$ cat src/rtl/serial_adder_seq.sv
// Bit-serial 8-bit adder: operands are captured on a valid/ready handshake and
// added LSB-first over eight cycles; the 9-bit result is held until consumed.
module serial_adder_seq (
    input  logic       clk,
    input  logic       rst,
    input  logic       in_valid,
    output logic       in_ready,
    input  logic [7:0] a,
    input  logic [7:0] b,
    input  logic       cin,
    output logic       out_valid,
    input  logic       out_ready,
    output logic [7:0] sum,
    output logic       cout,
    output logic       busy
);

    typedef enum logic [1:0] {
        S_IDLE = 2'd0,
        S_RUN  = 2'd1,
        S_DONE = 2'd2
    } state_t;

    state_t     state_q, state_d;
    logic [7:0] a_sr_q, a_sr_d;
    logic [7:0] b_sr_q, b_sr_d;
    logic [7:0] sum_sr_q, sum_sr_d;
    logic [7:0] sum_q, sum_d;
    logic [2:0] cnt_q, cnt_d;
    logic       carry_q, carry_d;
    logic       cout_q, cout_d;
    logic       in_ready_q, in_ready_d;
    logic       out_valid_q, out_valid_d;
    logic       busy_q, busy_d;
    logic       bit_s;

    function automatic logic majority(input logic x, input logic y, input logic z);
        return (x & y) | (x & z) | (y & z);
    endfunction

    always_comb begin
        state_d  = state_q;
        a_sr_d   = a_sr_q;
        b_sr_d   = b_sr_q;
        sum_sr_d = sum_sr_q;
        sum_d    = sum_q;
        cnt_d    = cnt_q;
        carry_d  = carry_q;
        cout_d   = cout_q;
        bit_s    = 1'b0;

        case (state_q)
            S_IDLE: begin
                if (in_valid) begin
                    a_sr_d  = a;
                    b_sr_d  = b;
                    carry_d = cin;
                    cnt_d   = 3'd0;
                    state_d = S_RUN;
                end
            end
            S_RUN: begin
                bit_s    = a_sr_q[0] ^ b_sr_q[0] ^ carry_q;
                carry_d  = majority(a_sr_q[0], b_sr_q[0], carry_q);
                a_sr_d   = {1'b0, a_sr_q[7:1]};
                b_sr_d   = {1'b0, b_sr_q[7:1]};
                sum_sr_d = {bit_s, sum_sr_q[7:1]};
                cnt_d    = cnt_q + 3'd1;
                // Last bit: publish the completed shift register and final carry together.
                if (cnt_q == 3'd7) begin
                    sum_d   = sum_sr_d;
                    cout_d  = carry_d;
                    state_d = S_DONE;
                end
            end
            S_DONE: begin
                if (out_ready) begin
                    state_d = S_IDLE;
                end
            end
            default: state_d = S_IDLE;
        endcase

        // Handshake flags are registered copies of the next-state decode.
        in_ready_d  = (state_d == S_IDLE);
        out_valid_d = (state_d == S_DONE);
        busy_d      = (state_d != S_IDLE);
    end

    always_ff @(posedge clk) begin
        if (rst) begin
            state_q     <= S_IDLE;
            a_sr_q      <= 8'h00;
            b_sr_q      <= 8'h00;
            sum_sr_q    <= 8'h00;
            sum_q       <= 8'h00;
            cnt_q       <= 3'd0;
            carry_q     <= 1'b0;
            cout_q      <= 1'b0;
            in_ready_q  <= 1'b1;
            out_valid_q <= 1'b0;
            busy_q      <= 1'b0;
        end else begin
            state_q     <= state_d;
            a_sr_q      <= a_sr_d;
            b_sr_q      <= b_sr_d;
            sum_sr_q    <= sum_sr_d;
            sum_q       <= sum_d;
            cnt_q       <= cnt_d;
            carry_q     <= carry_d;
            cout_q      <= cout_d;
            in_ready_q  <= in_ready_d;
            out_valid_q <= out_valid_d;
            busy_q      <= busy_d;
        end
    end

    assign in_ready  = in_ready_q;
    assign out_valid = out_valid_q;
    assign busy      = busy_q;
    assign sum       = sum_q;
    assign cout      = cout_q;

endmodule
$ cat config.mk
export PLATFORM = sky130hd
export DESIGN_NAME = serial_adder_seq
export DESIGN_NICKNAME = d
export VERILOG_FILES = /design/src/rtl/serial_adder_seq.sv
export SDC_FILE = /design/constraint.sdc
export NUM_CORES = 1
export LEC_CHECK = 0
export CORE_ASPECT_RATIO = 1.2
export CORE_MARGIN = 5
export CORE_UTILIZATION = 55
export CTS_CLUSTER_DIAMETER = 200
export CTS_CLUSTER_SIZE = 28
export DETAILED_ROUTE_END_ITERATION = 10
export PLACE_DENSITY = 0.91
export SLEW_MARGIN = 20
export SYNTH_ARGS = -nofsm -noshare
export SYNTH_HDL_FRONTEND = slang
export SYNTH_SLANG_ARGS = --single-unit
$ cat constraint.sdc
create_clock -name clk -period 3.3 [get_ports clk]
set_input_delay 0.66 -clock clk [delete_from_list [all_inputs] [get_ports clk]]
set_output_delay 0.66 -clock clk [all_outputs]
set_load 0.03 [all_outputs]
# Yosys cells after proc, flatten, opt, wreduce, memory -nomap -nowiden
# Cells that the tools add are included.
[totals]
regBits = 42
input_bits = 21
output_inout_bits = 12
elab_cells = 42
[op_classes]
n_addsub = 1
eq_ne = 5
muxes = 12
bitwise = 7
reduce_logical = 6
[ops]
columns = ["op", "n"]
rows = [
  ["one-hot mux 8 bit (2 select lines)", 2],
  ["2-to-1 mux 8 bit", 2],
  ["2-to-1 mux 2 bit", 3],
  ["one-hot mux 2 bit (3 select lines)", 1],
  ["one-hot mux 3 bit (2 select lines)", 1],
  ["== test 2 bit (second input constant)", 2],
  ["logical NOT 2 bit", 2],
  ["AND reduction 2 bit", 2],
  ["nonzero test 2 bit", 2],
  ["adder 3 x 1 -> 3 bit (second input constant)", 1],
  ["bitwise AND 1 bit", 3],
  ["== test 3 bit (second input constant)", 1],
  ["2-to-1 mux 3 bit", 1],
  ["== test 2 x 1 -> 1 bit (second input constant)", 1],
  ["!= test 2 bit (second input constant)", 1],
  ["OR 1 bit", 2],
  ["one-hot mux 1 bit (2 select lines)", 1],
  ["XOR 1 bit", 2],
  ["2-to-1 mux 1 bit", 1],
]

# Depth between registers and ports, before layout
# Gate-level depths: netlist of the first run.
[depth]
depth_word = 4
mapped_depth = 6
depth_no_buf = 5

# Least setup slack after synthesis of the first run
# Ideal clock, no wire load.
[synth_path]
path_type = "input to register"
startpoint = "input port rst"
endpoint = "register a_sr_q[2]"
setup_time_ps = 146
arrival_time_ps = 1287
required_time_ps = 3154
setup_slack_ps = 1867
cell_stages = 3
path_buffers = 2
cell_sequence = "clkbuf_1 > buf_1 > a211oi_2"
[synth_lines]
columns = ["item", "line_no", "text"]
rows = [
  ["from (decl)", "5", "input logic rst,"],
  ["to (signal assigned)", "105", "a_sr_q <= a_sr_d;"],
  ["to (decl)", "25", "logic [7:0] a_sr_q, a_sr_d;"],
]
# No word-level cell between the ends.

# Worst setup path in the final report of the first run
[layout_path]
startpoint = "register cout_q, in the netlist cout"
endpoint = "output port cout"
[layout_lines]
columns = ["item", "line_no", "text"]
rows = [
  ["from (decl)", "31", "logic cout_q, cout_d;"],
  ["from (signal assigned)", "111", "cout_q <= cout_d;"],
  ["to (decl)", "14", "output logic cout,"],
]
# No word-level cell between the ends.

==> impl_metrics.json, run 1 <==
{
  "nets": 228,
  "pwr_density_cell_nw_per_um2": 469,
  "synthMuxAreaShare": 0.0952,
  "grt_antenna_before_repair": 0,
  "core.rowCount": 22,
  "worstHoldStart": "sum[3]$_SDFFE_PP0P_",
  "ys_warn_count": 0,
  "chipHeight_um": 72.5,
  "startpoint": "cout$_SDFFE_PP0P_",
  "period_needed_ns": 2.02,
  "areaGrowthSynthToFinish_pct": 19.9,
  "clock_path_buffers": 2,
  "worstPathCellList": "clkdlybuf4s50_1",
  "die_w_um": 62.1,
  "critPathRequiredTime_ns": 2.64,
  "crit_fanout": 2,
  "start_util": 0.575,
  "cts_resized": 0,
  "cts_tree": "yes",
  "layout_common_cells": "dfxtp_1, nand2_1, clkdlybuf4s50_1, a21oi_1, mux2i_1",
  "fin_crit_sh": 0.613,
  "gp_congestion": 0.754,
  "fmax_ghz": 0.495,
  "dp_hpwl_mm": 2.33,
  "final_common_cell": "dfxtp_1",
  "drc": 0,
  "cts_buffers": 5,
  "core_area_um2": 3110,
  "grt_usage": 0.163,
  "diodes": 0,
  "cp-start-kind": "flip-flop",
  "ir_drop_v": 0.000398,
  "syn_inst": 177,
  "maxCapViolations": 0,
  "grt-ovfl-total": 0,
  "timing.hold.ws_ns": 0.459,
  "cpPeakStageDelay_ns": 0.67,
  "drive_gt1_frac": 0.195,
  "synth_xor_area_frac": 0,
  "p_total_mw": 1.00,
  "synth_compound_area_frac": 0.192,
  "crit_family": "buffers and inverters",
  "syn_avg_cell_area_um2": 10.1,
  "synth_nets": 201,
  "setup_viol": 0,
  "worstPathBufferInverterCount": 1,
  "yosysSeqAreaShare": 0.459,
  "ys_types": 26,
  "arrival_ns": 1.36,
  "status": "completed",
  "fin_worst_skew_ns": 0.00670,
  "timing.rr.start": "state_q[0]$_SDFF_PP0_",
  "tns_ns": 0,
  "total_leakage_power_nw": 0.774,
  "io_buffer_count": 32,
  "crit_path_top_delay_cell": "clkdlybuf4s50_1",
  "wl_per_cell_um": 13.2,
  "grt_start_max_net_pins": 31,
  "cts_hold_buf": 0,
  "path_class": "flip-flop to output pin",
  "synthAdderAreaFrac": 0.0252,
  "hold_viol": 0,
  "grt_pass1_wl_mm": 5.41,
  "drt_wl_total_mm": 3.18,
  "via_count": 1321,
  "critPathCaptureType": "output pin",
  "synthSimpleGateAreaFrac": 0.157,
  "tightest_slew_ns": 0.880,
  "clk_pin_slew_ns": 0.12,
  "drt-initial-drc-count": 36,
  "root_buffer": "clkbuf_4",
  "io_pins": 33,
  "grt_pass1_vias": 1253,
  "relSlewSlack": 0.412,
  "cts-htree-levels": 2,
  "cts.sinks": 41,
  "clock_latency_ns": 0.34,
  "avgViaCountPerCell": 5.48,
  "drtAntennaViolNets": 0,
  "synth_top_family_by_area": "compound AO/OA/AOI/OAI gates",
  "slew_viol_final": 0,
  "netlist_area_um2": 1790,
  "postCtsSetupBuffers": 0,
  "hp-class": "flip-flop to flip-flop",
  "rsz0062_at_grt": "no",
  "drt-pass1-iter-count": 4,
  "fp.dieArea_um2": 4500,
  "yosys_register_bits": 41
}
final timing paths:
kind | to | slack (ns) | cells after the start
worst min register to register | sum[3]$_SDFFE_PP0P_ | 0.46 | 2
worst max register to register | cnt_q[1]$_SDFFE_PP0P_ | 1.37 | 4
worst min-delay path | sum[3]$_SDFFE_PP0P_ | 0.46 | 2
worst max-delay path | cout | 1.28 | 1
registers in the layout, summed over array words and instances, names as in the netlist:
signal     count
cout           1
cnt_q          3
sum            8
out_valid      1
carry_q        1
in_ready       1
a_sr_q         8
sum_sr_q       7
busy           1
b_sr_q         8
state_q        2
synth_stat cells (all sizes together):
cell type  number  share of area
nor2           21          0.065
nor2b           1         0.0035
a21oi          19          0.053
nor3            1         0.0028
nand3b          1         0.0042
fa              1          0.011
a21o            1         0.0042
nand2          33          0.069
and3b           1         0.0049
dfxtp          41           0.46
a211oi         15           0.10
mux2i          17          0.095
nor3b           1         0.0042
inv             1         0.0021
o21ba           1         0.0091
o21bai          1         0.0042
a22oi           4          0.017
buf            11          0.062
ha              2          0.014
clkbuf          3         0.0063
nand2b          1         0.0035
cell type report:
| cell class | instances | area, um^2 |
|---|---|---|
| Timing Repair Buffer | 34 | 348 |
| Multi-Input combinational cell | 121 | 841 |
| Inverter | 1 | 3.75 |
| Clock inverter | 1 | 30.0 |
| Fill cell | 250 | 967 |
| Clock buffer | 7 | 55.1 |
| Tap cell | 36 | 45.0 |
| Sequential cell | 41 | 821 |
power by group:
part / internal, mW / leakage, nW / switching [mW] / total, mW
clock network: 0.181 / 0.0455 / 0.156 / 0.337
registers: 0.519 / 0.336 / 0.0196 / 0.538
logic: 0.0665 / 0.392 / 0.0628 / 0.129
logic make-up after synthesis:
logic type                 after synthesis
and+or+nand+nor                         60
AOI/OAI and AO/OA                       41
DFF                                     41
muxes                                   17
buffers and inverters                   15
adders and majority gates                3
worst reg2reg max path: cells and delay by family (launching register included):
family | cells | cell delay (ns)
AND/OR/NAND/NOR | 2 | 0.68
AO/OA/AOI/OAI | 1 | 0.17
buffers and inverters | 1 | 0.33
flip-flops | 1 | 0.69
metal layers:
layer	global-route usage	vias to the layer above	wire [um]
met5	0	-	0
met2	0.272	43	1680
met4	0.0637	0	39
met1	0.180	610	1240
li1	-	663	-
met3	0.0641	5	228
metrics by stage:
stage | area, um^2 | cells | worst slack (ns) | util
after floorplan | 1790 | 177 | 1.87 | -
after global placement | 2060 | 233 | 1.18 | 0.662
after detailed placement | 2060 | 233 | 1.10 | 0.662
after CTS | 2140 | 241 | 1.25 | 0.689
after global routing | 2140 | 241 | 1.15 | 0.689
final | 2140 | 241 | 1.28 | 0.689
Power figures use the tool's default switching activity.
==> inputs of run 2 (changes only) <==
Settings changed: CORE_UTILIZATION 55 to 51, PLACE_DENSITY 0.91 to 0.86.
Clock period 3.3 ns to 1.9 ns, I/O delays scaled along.
==> impl_metrics.json, run 2 (synthesis gave the netlist of run 1 again) <==
{
  "core.rowCount": 23,
  "p_int_mw": 1.32,
  "drtAntennaViolNets": 0,
  "cp-start-kind": "flip-flop",
  "areaGrowthSynthToFinish_pct": 23.4,
  "clock_path_buffers": 2,
  "crit_fanout": 2,
  "period_needed_ns": 1.69,
  "grt_pass1_wl_mm": 5.46,
  "critPathCaptureType": "output pin",
  "worstPathBufferInverterCount": 1,
  "cts_tree": "yes",
  "pre_cts_slack_ns": 0.182,
  "layout_common_cells": "dfxtp_1, nand2_1, clkdlybuf4s50_1, a21oi_1, mux2i_1",
  "io_pins": 33,
  "timing.hold.ws_ns": 0.454,
  "ir_drop_v": 0.000621,
  "wl_per_cell_um": 13.2,
  "drc": 0,
  "pwr_density_cell_nw_per_um2": 801,
  "critPathRequiredTime_ns": 1.52,
  "total_leakage_power_nw": 0.809,
  "drt-pass1-iter-count": 4,
  "placed_area_um2": 2110,
  "grt_start_max_net_pins": 42,
  "gp_congestion": 0.735,
  "maxCapViolations": 0,
  "drt-initial-drc-count": 44,
  "crit_family": "buffers and inverters",
  "status": "completed",
  "reg2reg_slack_ns": 0.46,
  "post-route-util": 0.655,
  "die_w_um": 64.1,
  "dp_hpwl_mm": 2.35,
  "seq_power_share": 0.528,
  "via_count": 1326,
  "nets": 233,
  "cts_hold_buf": 0,
  "diodes": 0,
  "layoutNonFillerInstCount": 247,
  "fin_crit_sh": 0.891,
  "crit_path_top_delay_cell": "clkdlybuf4s50_1",
  "fin_ws_ns": 0.207,
  "start_util": 0.531,
  "grt_antenna_before_repair": 0,
  "avgViaCountPerCell": 5.37,
  "hp-class": "flip-flop to flip-flop",
  "final_common_cell": "dfxtp_1",
  "cts_buffers": 5,
  "drive_gt1_frac": 0.219,
  "chipHeight_um": 74.9,
  "fp.dieArea_um2": 4790,
  "dp.cells": 239,
  "switchingPower_uw": 444,
  "grt_pass1_vias": 1300,
  "root_buffer": "clkbuf_8",
  "drt_wl_total_mm": 3.25,
  "cts-htree-levels": 2,
  "sw_frac_of_total": 0.252,
  "tightest_slew_ns": 0.430,
  "worstPathCellList": "clkdlybuf4s50_1",
  "grt_usage": 0.147,
  "fin_worst_skew_ns": 0.00633,
  "tns_ns": 0,
  "p_total_mw": 1.77,
  "rsz0062_at_grt": "no",
  "hold_viol": 0,
  "combPwrFrac": 0.137,
  "arrival_ns": 1.31,
  "setup_viol": 0,
  "clockPowerShare": 0.335,
  "clock_latency_ns": 0.30,
  "postLayoutCellArea_um2": 2210,
  "postCtsSetupBuffers": 0,
  "cpPeakStageDelay_ns": 0.67,
  "cts_resized": 0,
  "path_class": "flip-flop to output pin",
  "io_buffer_count": 32,
  "cts.sinks": 41,
  "grt-ovfl-total": 0,
  "core_area_um2": 3370,
  "clk_pin_slew_ns": 0.08,
  "fmax_ghz": 0.591,
  "slew_viol_final": 0,
  "relSlewSlack": 0.712
}
-- run 2: cell type report --
class | instances | area [um^2]
Clock buffer | 6 | 82.6
Timing Repair Buffer | 39 | 398
Sequential cell | 41 | 821
Inverter | 1 | 3.75
Tap cell | 37 | 46.3
Clock inverter | 2 | 13.8
Multi-Input combinational cell | 121 | 841
Fill cell | 276 | 1160
-- run 2: power groups by stage --
stage / clock network (mW) / logic [mW] / registers, mW
2_1_floorplan: 0 / 0.176 / 0.948
3_3_place_gp: 0 / 0.237 / 0.952
3_5_place_dp: 0 / 0.243 / 0.953
4_1_cts: 0.613 / 0.244 / 0.933
5_1_grt: 0.651 / 0.263 / 0.938
6_report: 0.592 / 0.241 / 0.933
-- run 2: per-layer routing --
metal  up-vias  track usage  part of all wire
li1        668            -                 -
met1       623        0.145              0.40
met2        27        0.270              0.52
met3         8       0.0448             0.052
met4         0       0.0901             0.029
met5         -            0                 0
-- run 2: worst paths after layout --
kind,from,endpoint,cells after the start
max,cout$_SDFFE_PP0P_,cout,1
min,sum[5]$_SDFFE_PP0P_,sum[5]$_SDFFE_PP0P_,2
max reg2reg,state_q[0]$_SDFF_PP0_,a_sr_q[5]$_SDFFE_PP0P_,4
min reg2reg,sum[5]$_SDFFE_PP0P_,sum[5]$_SDFFE_PP0P_,2
